File: config.mk
export PLATFORM = sky130hd
export DESIGN_NAME = data_cache_wb
export DESIGN_NICKNAME = d
export VERILOG_FILES = /design/src/rtl/dcache_pkg.sv /design/src/rtl/dcache_line_store.sv /design/src/rtl/data_cache_wb.sv
export SDC_FILE = /design/constraint.sdc
export NUM_CORES = 1
export LEC_CHECK = 0
export BUFFER_PORTS_ARGS = -buffer_cell sky130_fd_sc_hd__buf_2
export CAP_MARGIN = 15
export CELL_PAD_IN_SITES_DETAIL_PLACEMENT = 1
export CELL_PAD_IN_SITES_GLOBAL_PLACEMENT = 2
export CORE_UTILIZATION = 26
export DETAILED_ROUTE_END_ITERATION = 12
export PLACE_DENSITY_LB_ADDON = 0.1
export SYNTH_ARGS = -nofsm -noshare
export SYNTH_HDL_FRONTEND = slang
export SYNTH_SLANG_ARGS = --single-unit
export TNS_END_PERCENT = 100
File: constraint.sdc
create_clock -name clk -period 11.1 [get_ports clk]
set_input_delay 0.555 -clock clk [delete_from_list [all_inputs] [get_ports clk]]
set_output_delay 0.555 -clock clk [all_outputs]
set_load 0.005 [all_outputs]
File: src/rtl/dcache_pkg.sv
// Shared types and address-field helpers for the write-back data cache.
// Field widths derive from LINES / WORDS_PER_LINE so callers never hand-slice addresses.
package dcache_pkg;

    typedef enum logic [1:0] {
        IDLE,
        WRITEBACK,
        REFILL,
        FLUSH
    } state_t;

    function automatic int index_width(input int lines);
        return $clog2(lines);
    endfunction

    function automatic int woff_width(input int words_per_line);
        return $clog2(words_per_line);
    endfunction

    function automatic int tag_width(input int lines, input int words_per_line);
        return 32 - $clog2(lines) - $clog2(words_per_line) - 2;
    endfunction

    function automatic logic [31:0] addr_word(input logic [31:0] addr, input int woff_w);
        return (addr >> 2) & ((32'd1 << woff_w) - 32'd1);
    endfunction

    function automatic logic [31:0] addr_index(input logic [31:0] addr, input int woff_w,
                                               input int index_w);
        return (addr >> (2 + woff_w)) & ((32'd1 << index_w) - 32'd1);
    endfunction

    function automatic logic [31:0] addr_tag(input logic [31:0] addr, input int woff_w,
                                             input int index_w);
        return addr >> (2 + woff_w + index_w);
    endfunction

endpackage

File: src/rtl/dcache_line_store.sv
// Line storage for the data cache: valid/dirty bits (reset), tags and data words (not reset).
// One combinational read port and one byte-enabled write port share the same line index.
module dcache_line_store
    import dcache_pkg::*;
#(
    parameter int LINES          = 4,
    parameter int WORDS_PER_LINE = 4,
    localparam int INDEX_W       = index_width(LINES),
    localparam int WOFF_W        = woff_width(WORDS_PER_LINE),
    localparam int TAG_W         = tag_width(LINES, WORDS_PER_LINE)
) (
    input  logic               clk,
    input  logic               reset,
    input  logic [INDEX_W-1:0] idx,
    input  logic [WOFF_W-1:0]  rd_word,
    output logic [31:0]        rd_data,
    output logic               rd_valid,
    output logic               rd_dirty,
    output logic [TAG_W-1:0]   rd_tag,
    input  logic               wr_en,
    input  logic [WOFF_W-1:0]  wr_word,
    input  logic [31:0]        wr_data,
    input  logic [3:0]         wr_be,
    input  logic               meta_en,
    input  logic [TAG_W-1:0]   meta_tag,
    input  logic               meta_dirty
);

    logic [31:0]      data_mem [LINES][WORDS_PER_LINE];
    logic [TAG_W-1:0] tag_mem  [LINES];
    logic [LINES-1:0] valid;
    logic [LINES-1:0] dirty;

    assign rd_data  = data_mem[idx][rd_word];
    assign rd_valid = valid[idx];
    assign rd_dirty = dirty[idx];
    assign rd_tag   = tag_mem[idx];

    always_ff @(posedge clk) begin
        if (wr_en) begin
            for (int b = 0; b < 4; b++) begin
                if (wr_be[b]) begin
                    data_mem[idx][wr_word][b*8 +: 8] <= wr_data[b*8 +: 8];
                end
            end
        end
        if (meta_en) begin
            tag_mem[idx] <= meta_tag;
        end
    end

    // A metadata update always leaves the line valid; only reset invalidates.
    always_ff @(posedge clk or posedge reset) begin
        if (reset) begin
            valid <= '0;
            dirty <= '0;
        end else if (meta_en) begin
            valid[idx] <= 1'b1;
            dirty[idx] <= meta_dirty;
        end
    end

endmodule

File: src/rtl/data_cache_wb.sv
// Direct-mapped write-back, write-allocate data cache with explicit flush.
// Backing memory is driven one word per mem_ready handshake from the FSM state.
module data_cache_wb
    import dcache_pkg::*;
#(
    parameter int LINES          = 4,
    parameter int WORDS_PER_LINE = 4
) (
    input  logic        clk,
    input  logic        reset,
    input  logic        cpu_read_en,
    input  logic        cpu_write_en,
    input  logic [31:0] cpu_addr,
    input  logic [31:0] cpu_wdata,
    input  logic [3:0]  cpu_byte_en,
    input  logic        flush,
    output logic [31:0] cpu_rdata,
    output logic        cpu_stall,
    output logic        flush_done,
    output logic        mem_read_en,
    output logic        mem_write_en,
    output logic [31:0] mem_addr,
    output logic [31:0] mem_wdata,
    input  logic [31:0] mem_rdata,
    input  logic        mem_ready
);

    localparam int INDEX_W = index_width(LINES);
    localparam int WOFF_W  = woff_width(WORDS_PER_LINE);
    localparam int TAG_W   = tag_width(LINES, WORDS_PER_LINE);

    state_t             state;
    logic [WOFF_W-1:0]  word_cnt;
    logic [INDEX_W-1:0] line_ptr;

    logic [TAG_W-1:0]   req_tag;
    logic [INDEX_W-1:0] req_idx;
    logic [WOFF_W-1:0]  req_word;
    logic [INDEX_W-1:0] idx;
    logic [WOFF_W-1:0]  rd_word;
    logic [31:0]        rd_data;
    logic               rd_valid;
    logic               rd_dirty;
    logic [TAG_W-1:0]   rd_tag;
    logic               wr_en;
    logic [WOFF_W-1:0]  wr_word;
    logic [31:0]        wr_data;
    logic [3:0]         wr_be;
    logic               meta_en;
    logic [TAG_W-1:0]   meta_tag;
    logic               meta_dirty;
    logic               hit;
    logic               cpu_req;
    logic               victim_dirty;
    logic               word_last;
    logic               line_last;

    assign req_tag  = TAG_W'(addr_tag(cpu_addr, WOFF_W, INDEX_W));
    assign req_idx  = INDEX_W'(addr_index(cpu_addr, WOFF_W, INDEX_W));
    assign req_word = WOFF_W'(addr_word(cpu_addr, WOFF_W));

    // During FLUSH the arrays are walked by line_ptr; otherwise the live request selects the line.
    assign idx     = (state == FLUSH) ? line_ptr : req_idx;
    assign rd_word = (state == IDLE) ? req_word : word_cnt;

    assign hit          = rd_valid && (rd_tag == req_tag);
    assign cpu_req      = cpu_read_en || cpu_write_en;
    assign victim_dirty = rd_valid && rd_dirty;
    assign word_last    = (word_cnt == WOFF_W'(WORDS_PER_LINE - 1));
    assign line_last    = (line_ptr == INDEX_W'(LINES - 1));

    assign cpu_stall = (state != IDLE) || flush || (cpu_req && !hit);
    assign cpu_rdata = (state == IDLE && cpu_read_en && hit && !flush) ? rd_data : 32'h0;

    dcache_line_store #(
        .LINES          (LINES),
        .WORDS_PER_LINE (WORDS_PER_LINE)
    ) u_store (
        .clk        (clk),
        .reset      (reset),
        .idx        (idx),
        .rd_word    (rd_word),
        .rd_data    (rd_data),
        .rd_valid   (rd_valid),
        .rd_dirty   (rd_dirty),
        .rd_tag     (rd_tag),
        .wr_en      (wr_en),
        .wr_word    (wr_word),
        .wr_data    (wr_data),
        .wr_be      (wr_be),
        .meta_en    (meta_en),
        .meta_tag   (meta_tag),
        .meta_dirty (meta_dirty)
    );

    always_comb begin
        wr_en        = 1'b0;
        wr_word      = req_word;
        wr_data      = cpu_wdata;
        wr_be        = cpu_byte_en;
        meta_en      = 1'b0;
        meta_tag     = rd_tag;
        meta_dirty   = 1'b0;
        mem_read_en  = 1'b0;
        mem_write_en = 1'b0;
        mem_addr     = 32'h0;
        mem_wdata    = 32'h0;
        case (state)
            IDLE: begin
                if (cpu_write_en && hit && !flush) begin
                    wr_en      = 1'b1;
                    meta_en    = 1'b1;
                    meta_dirty = 1'b1;
                end
            end
            WRITEBACK: begin
                mem_write_en = 1'b1;
                mem_addr     = {rd_tag, req_idx, word_cnt, 2'b00};
                mem_wdata    = rd_data;
                meta_en      = mem_ready && word_last;
            end
            REFILL: begin
                mem_read_en = 1'b1;
                mem_addr    = {req_tag, req_idx, word_cnt, 2'b00};
                if (mem_ready) begin
                    wr_en    = 1'b1;
                    wr_word  = word_cnt;
                    wr_data  = mem_rdata;
                    wr_be    = 4'hF;
                    meta_en  = word_last;
                    meta_tag = req_tag;
                end
            end
            FLUSH: begin
                if (victim_dirty) begin
                    mem_write_en = 1'b1;
                    mem_addr     = {rd_tag, line_ptr, word_cnt, 2'b00};
                    mem_wdata    = rd_data;
                    meta_en      = mem_ready && word_last;
                end
            end
            default: ;
        endcase
    end

    always_ff @(posedge clk or posedge reset) begin
        if (reset) begin
            state      <= IDLE;
            word_cnt   <= '0;
            line_ptr   <= '0;
            flush_done <= 1'b0;
        end else begin
            flush_done <= 1'b0;
            case (state)
                IDLE: begin
                    if (flush) begin
                        state    <= FLUSH;
                        line_ptr <= '0;
                        word_cnt <= '0;
                    end else if (cpu_req && !hit) begin
                        word_cnt <= '0;
                        state    <= victim_dirty ? WRITEBACK : REFILL;
                    end
                end
                WRITEBACK: begin
                    if (mem_ready) begin
                        word_cnt <= word_cnt + 1'b1;
                        if (word_last) state <= REFILL;
                    end
                end
                REFILL: begin
                    if (mem_ready) begin
                        word_cnt <= word_cnt + 1'b1;
                        if (word_last) state <= IDLE;
                    end
                end
                FLUSH: begin
                    // Clean or invalid lines cost one cycle; dirty lines advance after their last word.
                    if (!victim_dirty || (mem_ready && word_last)) begin
                        word_cnt <= '0;
                        if (line_last) begin
                            state      <= IDLE;
                            flush_done <= 1'b1;
                        end else begin
                            line_ptr <= line_ptr + 1'b1;
                        end
                    end else if (mem_ready) begin
                        word_cnt <= word_cnt + 1'b1;
                    end
                end
                default: state <= IDLE;
            endcase
        end
    end

endmodule

==> flow_summary.toml <==
[outcome]
outcome = "finished, violations left"
violations = "DRC"

[clock_network]
cts_tree = "yes"
cts_buffers = 76
cts_setup_buffers = 0
cts.path.max_buffers = 3
holdBufCountCts = 0
clkSlewWorstSetupHoldPaths_ps = 60
cts-root-buf = "clkbuf_16"
cts_resized = 0
worstSkewPairLatency_ps = 620
htree_levels = 3
clock-sinks = 631

[logic_synthesis]
synth_top_cell_by_area = "edfxtp_1"
netlist_area_um2 = 27830
ys_seq_area_share_pct = 67.81
async_reset_ff_share_pct = 2.377
synthTopCellsByArea = "edfxtp_1 66%, nand2_1 9.9%, a311oi_1 3.1%, nand3_1 2.6%, nor2_1 2.3%"
synth_area_per_cell_um2 = 11.69
ys_warn_count = 0
synth_edf_count = 616
synth_cell_type_count = 61
synth-seq-cells = 631
synth.top_cell.area_share_pct = 66.47
postSynthCellCount = 2380
synthFlopType = "edfxtp_1"

[detailed_routing]
wl_per_cell_um = 23.60
finalWirelength_um = 93860
drt_first_pass_iters = 11
ant_nets = 0
drt_iter0_drc = 1089
drc = 5
dr_total_vias = 19220
avgViaCountPerCell = 4.833

[critical_path]
cp_slowest_cell = "mux2_8"
arrival_ps = 6870
crit_top_cell = "buf_4"
ff2ff_setup_slack_ps = 4500
r2r-start = "state[0]"
critPathRequiredTime_ps = 11370
r2r_cells = 12
max_stage_delay_ps = 810
endpoint_kind = "flop"
crit_type = "flop to flop"
worstPathMaxFanout = 82
cp-start-kind = "flop"
r2r_end = "u_store.tag_mem[2][2]"
path_cells = "ha_1 -> mux2_8 -> buf_4 -> mux2_2 -> a222oi_1 -> o2bb2ai_1 -> nand4_1 -> nor3_1 -> and4_4 -> a31oi_1 -> nor2_2 -> buf_4"

[floorplanning]
std_cell_rows = 119
pin_count = 206
die_width_um = 329.2
core_region_area_um2 = 105700
start_util_pct = 26.33
die_y_um = 329.2
dieArea_um2 = 108400

[pwr]
p_int_mw = 4.871
p_leak_nw = 11.92
powerDensity_nw_per_um2 = 227.2
p_comb_share_pct = 28.6
switching_share_pct = 34.24
power_frac_seq_pct = 39.1
power_switching_mw = 2.537
p_clk_share_pct = 32.3
power_mw = 7.408
peakVddDrop_uv = 118.1

[placement]
place.detailed.hpwl_um = 57060
gp_congestion = 0.7481
port_buffers = 201

[global_route]
grt_overflow = 0
grt_pass1_wl_um = 138100
grt.total_usage_pct = 17.30
grt_max_degree = 170
antenna_found_initial = 1
grt_pass1_vias = 20410

[final_layout]
nets = 2641
fillerInstances = 11530
post-route-util_pct = 30.85
antenna_cells = 0
drive_gt1_share_pct = 14.27
area_delta_synth_final_pct = 17.17

[min_path]
hp-class = "input pin to asynchronous set/reset pin"

[timing]
setup_tns_ps = 0
rsz0062_at_grt = "false"
fin_skew_ps = 30.74
max_slew_margin_pct = 24.65
worst_slew_pin_slew_ps = 1126
finalCritPeriodShare_pct = 59.43
fmax_ghz = 0.1516
fin_crit_ps = 6597
slew_viol_final = 0
finalHoldViolations = 0
setup_viol = 0

[flow_run]
drv_cap = 0
power by group through the flow:
stage / clock network, mW / logic (mW) / registers (mW)
floorplan: 0 / 1.30 / 2.92
global placement: 0 / 2.15 / 2.94
detailed placement: 0 / 2.19 / 2.94
CTS: 2.47 / 2.19 / 2.89
global route: 2.56 / 2.37 / 2.90
finish: 2.40 / 2.12 / 2.89
synth_stat cells (4+ instances only):
master,count
nand2_1,731
edfxtp_1,616
nor2_1,168
nand3_1,145
clkbuf_1,121
a311oi_1,97
and3_1,73
mux2i_1,50
a21o_1,49
a31oi_1,41
o21ai_0,31
buf_1,29
a22oi_1,19
a21oi_1,17
xnor2_1,17
dfrtp_1,15
nand3b_1,10
and2_1,9
inv_1,9
buf_2,8
buf_6,8
mux2_2,8
nor3_1,8
nand4_1,7
nor2b_1,7
xor2_1,7
ha_1,6
a2bb2oi_1,5
nor4_1,5
o2111ai_1,5
o21bai_1,5
or3_1,5
a21oi_4,4
per-layer routing:
layer  GRT usage (%)  share of wire [%]  wire [µm]
met3           2.162                3.3       3063
met2           28.15                 47      43990
met1           24.12                 48      44790
met4           4.921                2.1       2014
met5               0                  0          0
placed cells by master (no fill, tap or decap), types with 9 or more instances in the layout:
cell	instances
nand2_1	730
edfxtp_1	616
buf_2	201
nor2_1	163
nand3_1	145
a311oi_1	97
clkbuf_16	77
and3_1	73
mux2i_1	49
a21o_1	49
a31oi_1	41
o21ai_0	31
buf_4	30
clkbuf_1	24
a22oi_1	19
a21oi_1	17
xnor2_1	17
dfrtp_1	15
clkinv_2	13
nand3b_1	10
clkinv_1	10
inv_1	9
worst max path at each step:
| stage | startpoint | to | slack [ps] | cells after the start |
|---|---|---|---|---|
| floorplan | state[0] | u_store.tag_mem[0][0] | 6700 | 12 |
| global route | state[0] | u_store.tag_mem[2][0] | 4010 | 12 |
| finish | state[0] | u_store.tag_mem[2][2] | 4500 | 12 |
| global placement | state[0] | u_store.tag_mem[0][14] | 4400 | 12 |
| CTS | state[1] | mem_wdata[11] | 4390 | 12 |
| detailed placement | state[0] | u_store.tag_mem[2][7] | 4420 | 12 |
stage by stage:
step,area (µm²),cells,hold WS (ps),worst slack (ps)
after floorplan,27830,2381,456.5,6702
after global placement,30190,3835,486.1,4404
after detailed placement,30190,3835,491.1,4420
after CTS,32540,3970,15.28,4388
after global routing,32610,3977,43.87,4014
final,32610,3977,33.31,4503
flip-flops by register name (all words and copies together), names as in the netlist:
register / cells
u_store.data_mem: 512
u_store.tag_mem: 104
u_store.dirty: 4
u_store.valid: 4
line_ptr: 2
state: 2
word_cnt: 2
flush_done: 1
critical path, delay by kind of cell, from the launching register on:
| kind | cells | cell delay (ps) |
|---|---|---|
| simple gates | 4 | 1740 |
| mux | 2 | 1230 |
| buf+inv | 2 | 1110 |
| compound gates | 3 | 850 |
| fa+ha+maj | 1 | 800 |
| flops | 1 | 370 |
cells by family after synthesis:
kind of cell / synth area share (%)
buffers and inverters: 2.666
multiplexers: 2.468
adder cells (fa/ha/maj): 0.2697
AO/OA/AOI/OAI: 8.066
XOR/XNOR: 0.7553
other: 0.01347
flip-flops: 67.81
AND/OR/NAND/NOR: 17.95
final cells by class:
cell class              instances  area, µm²  area share (%)
flip-flops and latches        631      18870           57.88
inverters                       9      33.78          0.1036
clock inverters                30      270.3          0.8288
well taps                    1391       1740           5.337
clock buffers                 105       2072           6.354
multi-input cells            1573       8302           25.46
repair buffers                238       1319           4.044
(Power assumes the default switching activity.)
